`config.mk`:
```
export PLATFORM = sky130hd
export DESIGN_NAME = prio_arbiter
export DESIGN_NICKNAME = d
export VERILOG_FILES = /design/src/rtl/prio_arbiter.sv
export SDC_FILE = /design/constraint.sdc
export NUM_CORES = 1
export LEC_CHECK = 0
export ABC_AREA = 1
export CAP_MARGIN = 20
export CORE_AREA = 2 2 39 41
export CTS_CLUSTER_SIZE = 8
export DETAILED_ROUTE_END_ITERATION = 8
export DIE_AREA = 0 0 41 43
export GPL_TIMING_DRIVEN = 0
export PLACE_DENSITY = 0.6
export SYNTH_ARGS = -nofsm -noshare
export SYNTH_HDL_FRONTEND = slang
export SYNTH_SLANG_ARGS = --single-unit
export TNS_END_PERCENT = 10
```
`constraint.sdc`:
```
create_clock -name clk -period 1.1 [get_ports clk]
set_clock_uncertainty 0.1 [all_clocks]
set_input_delay 0.11 -clock clk [delete_from_list [all_inputs] [get_ports clk]]
set_output_delay 0.11 -clock clk [all_outputs]
set_load 0.05 [all_outputs]
```
`src/rtl/prio_arbiter.sv`:
```
// Registered N-way arbiter with a sticky valid/ready grant.
// Define ARB_RR_EN for round-robin selection; otherwise the highest set index wins.

module prio_arbiter #(
  parameter int N = 4
) (
  input  logic                 clk,
  input  logic                 rst,
  input  logic [N-1:0]         req,
  input  logic                 gnt_ready,
  output logic                 gnt_valid,
  output logic [$clog2(N)-1:0] gnt_idx,
  output logic [N-1:0]         gnt_onehot
);

  localparam int IDX_W = $clog2(N);

  typedef enum logic {
    IDLE,
    GRANT
  } state_t;

  state_t           state;
  state_t           state_nxt;
  logic [IDX_W-1:0] ptr;
  logic [IDX_W-1:0] ptr_nxt;
  logic [IDX_W-1:0] win;
  logic [IDX_W-1:0] idx_nxt;
  logic [N-1:0]     onehot_nxt;
  logic             valid_nxt;
  logic             any_req;
  logic             accept;
  logic             load;

  assign any_req = |req;
  assign accept  = (state == GRANT) && gnt_ready;

  // The back-to-back winner on an accept edge is chosen from the already-advanced pointer.
  assign ptr_nxt = accept ? ((gnt_idx == IDX_W'(N - 1)) ? '0 : gnt_idx + IDX_W'(1)) : ptr;

`ifdef ARB_RR_EN
  int j;

  always_comb begin
    win = '0;
    j   = 0;
    for (int k = N - 1; k >= 0; k--) begin
      j = int'(ptr_nxt) + k;
      if (j >= N) begin
        j = j - N;
      end
      if (req[j[IDX_W-1:0]]) begin
        win = IDX_W'(j);
      end
    end
  end
`else
  always_comb begin
    win = '0;
    for (int i = 0; i < N; i++) begin
      if (req[i]) begin
        win = IDX_W'(i);
      end
    end
  end
`endif

  always_ff @(posedge clk) begin
    if (rst) begin
      state <= IDLE;
    end else begin
      state <= state_nxt;
    end
  end

  always_comb begin
    state_nxt = state;
    case (state)
      IDLE:    if (any_req) state_nxt = GRANT;
      GRANT:   if (accept && !any_req) state_nxt = IDLE;
      default: state_nxt = IDLE;
    endcase
  end

  always_comb begin
    load       = any_req && ((state == IDLE) || accept);
    valid_nxt  = (state_nxt == GRANT);
    idx_nxt    = load ? win : gnt_idx;
    onehot_nxt = valid_nxt ? (N'(1) << idx_nxt) : '0;
  end

  always_ff @(posedge clk) begin
    if (rst) begin
      gnt_valid  <= 1'b0;
      gnt_idx    <= '0;
      gnt_onehot <= '0;
      ptr        <= '0;
    end else begin
      gnt_valid  <= valid_nxt;
      gnt_idx    <= idx_nxt;
      gnt_onehot <= onehot_nxt;
      ptr        <= ptr_nxt;
    end
  end

endmodule

```
# Word level (Yosys, flattened, before mapping)
# Index checks and enable logic that the tools add are counted.
# Widths: inputs -> output; s select.
# classes
shifts	1
muxes	7
n_bitwise	2
n_reduce_logical	7
# ops
cell	count
$mux 2	3
$reduce_or 4->1	1
$shl 1x2->4 const A	1
$logic_and 1x1->1	3
$mux 1	3
$not 1->1	2
$pmux 1 s2	1
$reduce_or 2->1	1
$logic_not 1->1	1
$logic_or 1x1->1	1
# word_totals
ff_bits	7
in_bits	7
out_inout_bits	7
wordCells	20

# Longest topological paths before layout
# logic_depth
word_depth	7
ltp_mapped	7
ltp_nobuf	7

# Worst setup path after synthesis
# No wires, ideal clock.
# synth_timing
kind	reg2reg
start	reg, netlist name gnt_valid
end	reg gnt_onehot[3]
setup_time_ns	0.111
t_arrival_ns	1.067
t_required_ns	0.889
setup_slack_ns	-0.178
path_stages_with_launch	6
path_buffers	0
period_less_slack_ns	1.278
path_cell_list	dfxtp_1 -> nand2_4 -> o21ai_0 -> nand2_1 -> nand2_1 -> nor2_1
# synth_lines
element	line_no	source
end signal, assigned	101	gnt_onehot <= onehot_nxt;
end, declared	13	output logic [N-1:0] gnt_onehot

# Worst setup path in the final report
# layout_timing
start	reg gnt_valid
end	out gnt_valid
# layout_lines
element	line_no	source
start, declared	11	output logic gnt_valid,
start signal, assigned	99	gnt_valid <= valid_nxt;
# No word-level cell between the ends.

==> impl_metrics.tcl <==
set metrics [dict create \
    reg2reg_from "gnt_valid$_SDFF_PP0_" \
    fin_ws_ns 0.0337 \
    hold_path_depth 5 \
    critPathTopFamily "flip-flops" \
    report.final.hold_viol_count 0 \
    hold_class "in2reg" \
    final_core_util_pct 31.2 \
    synthXorXnorAreaFrac_pct 0 \
    synthMuxAreaShare_pct 0 \
    ioPinCount 14 \
    final_nets 60 \
    cts_setup_buffers 0 \
    fin_crit_ns 1.07 \
    synth_enable_flop_cells 0 \
    outcome "complete, no violations" \
    netlist_area_sq_um 283 \
    vias_per_cell 3.82 \
    antenna_found_initial 0 \
    cts_sinks 7 \
    yosys_warnings 0 \
    cellPowerDensity_nw_per_um2 1570 \
    ys.flop_type "dfxtp_1" \
    wl_met1_um 283 \
    wl_per_cell_um 8.19 \
    drc 0 \
    p_leak_nw 0.225 \
    grt-ovfl-total 0 \
    synth-simple-area-share_pct 37.2 \
    path_buf_inv 1 \
    synth_nets 42 \
    portBuffers 13 \
    place_inst 64 \
    routabilityCongestion 0.744 \
    cts_max_path_buffers 2 \
    period_share_pct 96.9 \
    power.internal_uw 463 \
    drt-pass1-iter-count 2 \
    yosys.area.top_type "dfxtp_1" \
    area_growth_pct 52.7 \
    synth_area_per_cell_sq_um 8.08 \
    crit_chain "buf_2" \
    ys_async_sr_fraction_pct 0 \
    core_area_sq_um 1380 \
    totalPowerFinal_uw 676 \
    path_clk_slew_ns 0.05 \
    timing.fmax_mhz 938 \
    crit_fanout 2 \
    final_cells 68 \
    yosysMostFrequentCell "dfxtp_1" \
    finalMaxSlewViolations 0 \
    die_height_um 43 \
    grt_usage_pct 7.34 \
    grt_pass1_wl_um 807 \
    irDropWorstVdd_mv 0.554 \
    synth_top_family_by_area "simple AND/OR/NAND/NOR gates" \
    dpl.hpwl_um 404 \
    slowest_delay_ns 0.34 \
    clock_latency_ns 0.25 \
    netlist.area_leader.share_pct 49.6 \
    rsz0062_at_grt "no" \
    initial_utilization_pct 20.4 \
    hold_end "gnt_valid$_SDFF_PP0_" \
    drt-initial-drc-count 3 \
    maxCapViolCount 0 \
    tightestPinTransition_ns 0.236 \
    cp-startpoint "gnt_valid$_SDFF_PP0_" \
    ys_seq_area_share_pct 49.6 \
    die-area_sq_um 1760 \
    synth-compound-area-share_pct 5.31 \
    synth-seq-cells 7 \
    vias 260 \
    swShare_pct 31.5 \
    seq_power_share_pct 41.5 \
    path_class "reg2out" \
    synthAdderAreaFrac_pct 0 \
    p_sw_uw 213 \
    grt_pass1_vias 231 \
    r2r_cells 5 \
    setup_viol_count_final 0 \
    clkPwrFrac_pct 34.3 \
    start_kind "flip-flop" \
    wl_um 557 \
    holdWs_ns 0.195 \
    dr_wl_met2_um 205 \
    cts_tree "yes" \
    ant_nets 0 \
    fp.dieW_um 41 \
    comb_power_share_pct 24.2 \
    synthTopCellsByArea "dfxtp_1, nand2_2, nand2_4, inv_1, nor2_1" \
    fill_cells 148 \
    r2r-end "gnt_onehot[2]$_SDFF_PP0_" \
    cts_root_buf "clkbuf_4" \
    synth_cell_types 11 \
    top_layer "met4" \
    slowest_stage "dfxtp_2" \
    diodes 0 \
    ctsHoldBuffers 0 \
    grt_max_degree 5 \
    pre_cts_ws_ns -0.240 \
    cp_data_arrival_time_ns 0.86 \
    cts_max_level 1 \
    wl_met3_um 65 \
    maxSlewHeadroom_pct 84.1 \
    rows 14 \
    drive_above_1_share_pct 40.4 \
    crit_path_end_kind "output pin" \
    synthTopCellsByCount "dfxtp_1, inv_1, nor2_1" \
    min-delay-start "req[2]" \
    ff2ff_setup_slack_ns 0.15 \
    cp.required_ns 0.89 \
    postSynthCellCount 35 \
    numCtsBuffers 3 \
]
power by group through the flow:
stage | Sequential, mW | Clock [mW] | Combinational [mW]
floorplan | 0.351 | 0 | 0.0482
global placement | 0.287 | 0 | 0.180
detailed placement | 0.287 | 0 | 0.180
CTS | 0.281 | 0.244 | 0.164
global route | 0.283 | 0.259 | 0.175
finish | 0.281 | 0.232 | 0.164
worst max path at each step:
| stage | end | slack, ns | cells past startpoint |
|---|---|---|---|
| 2_1_floorplan | gnt_onehot[3]$_SDFF_PP0_ | 0.004 | 5 |
| 6_report | gnt_valid | 0.03 | 1 |
| 3_5_place_dp | gnt_valid | -0.24 | 1 |
| 5_1_grt | gnt_valid | 0.01 | 1 |
| 4_1_cts | gnt_idx[1] | 0.02 | 1 |
| 3_3_place_gp | gnt_idx[1] | -0.25 | 1 |
area by class of cell:
class	instances	area [sq um]	area share (%)
inverters	6	22.5	5.22
clock buffers	4	26.3	6.09
repair buffers	13	100	23.2
flip-flops and latches	7	143	33.0
well taps	16	20.0	4.64
multi-input cells	22	120	27.8
metrics by stage:
| stage | TNS [ns] | instance area, sq um |
|---|---|---|
| 2_1_floorplan | 0 | 285 |
| 4_1_cts | 0 | 427 |
| 6_report | 0 | 432 |
| 5_1_grt | 0 | 432 |
| 3_5_place_dp | -2.67 | 435 |
| 3_3_place_gp | -2.68 | 435 |
sequential cells by signal, summed over array words and instances, names as in the netlist:
register,count
gnt_idx,2
gnt_onehot,4
gnt_valid,1
what timing repair did:
action / in CTS / in global routing
endpoints found under the setup margin: 7 / 6
pin swaps: 0 / 2
endpoints found under the hold margin: 0 / 0
gates resized for setup: 35 / 3
layout by cell type, fill, tap and decap left out:
cell	netlist	routed
buf_2	0	6
o21ai_1	0	1
nand3_1	3	3
nand2_1	3	3
dlymetal6s2s_1	0	1
inv_2	1	1
clkbuf_1	0	1
clkdlybuf4s50_1	0	5
a21oi_1	2	2
dfxtp_2	0	2
clkbuf_4	0	4
nand2_2	4	4
dfxtp_1	7	5
inv_1	5	5
nor2_2	2	2
nor2_1	5	5
nand2_4	2	2
kinds of logic (layout without fill, tap and decap cells):
logic type	Yosys count	after routing
compound gates	3	3
buf+inv	6	23
flops	7	7
simple gates	19	19
routing by layer:
layer / GRT usage (%) / vias to the layer above
li1: - / 140
met1: 8.74 / 106
met2: 8.75 / 12
met3: 3.14 / 2
met4: 8.00 / 0
met5: 0 / -
Power figures use the tool's default switching activity.
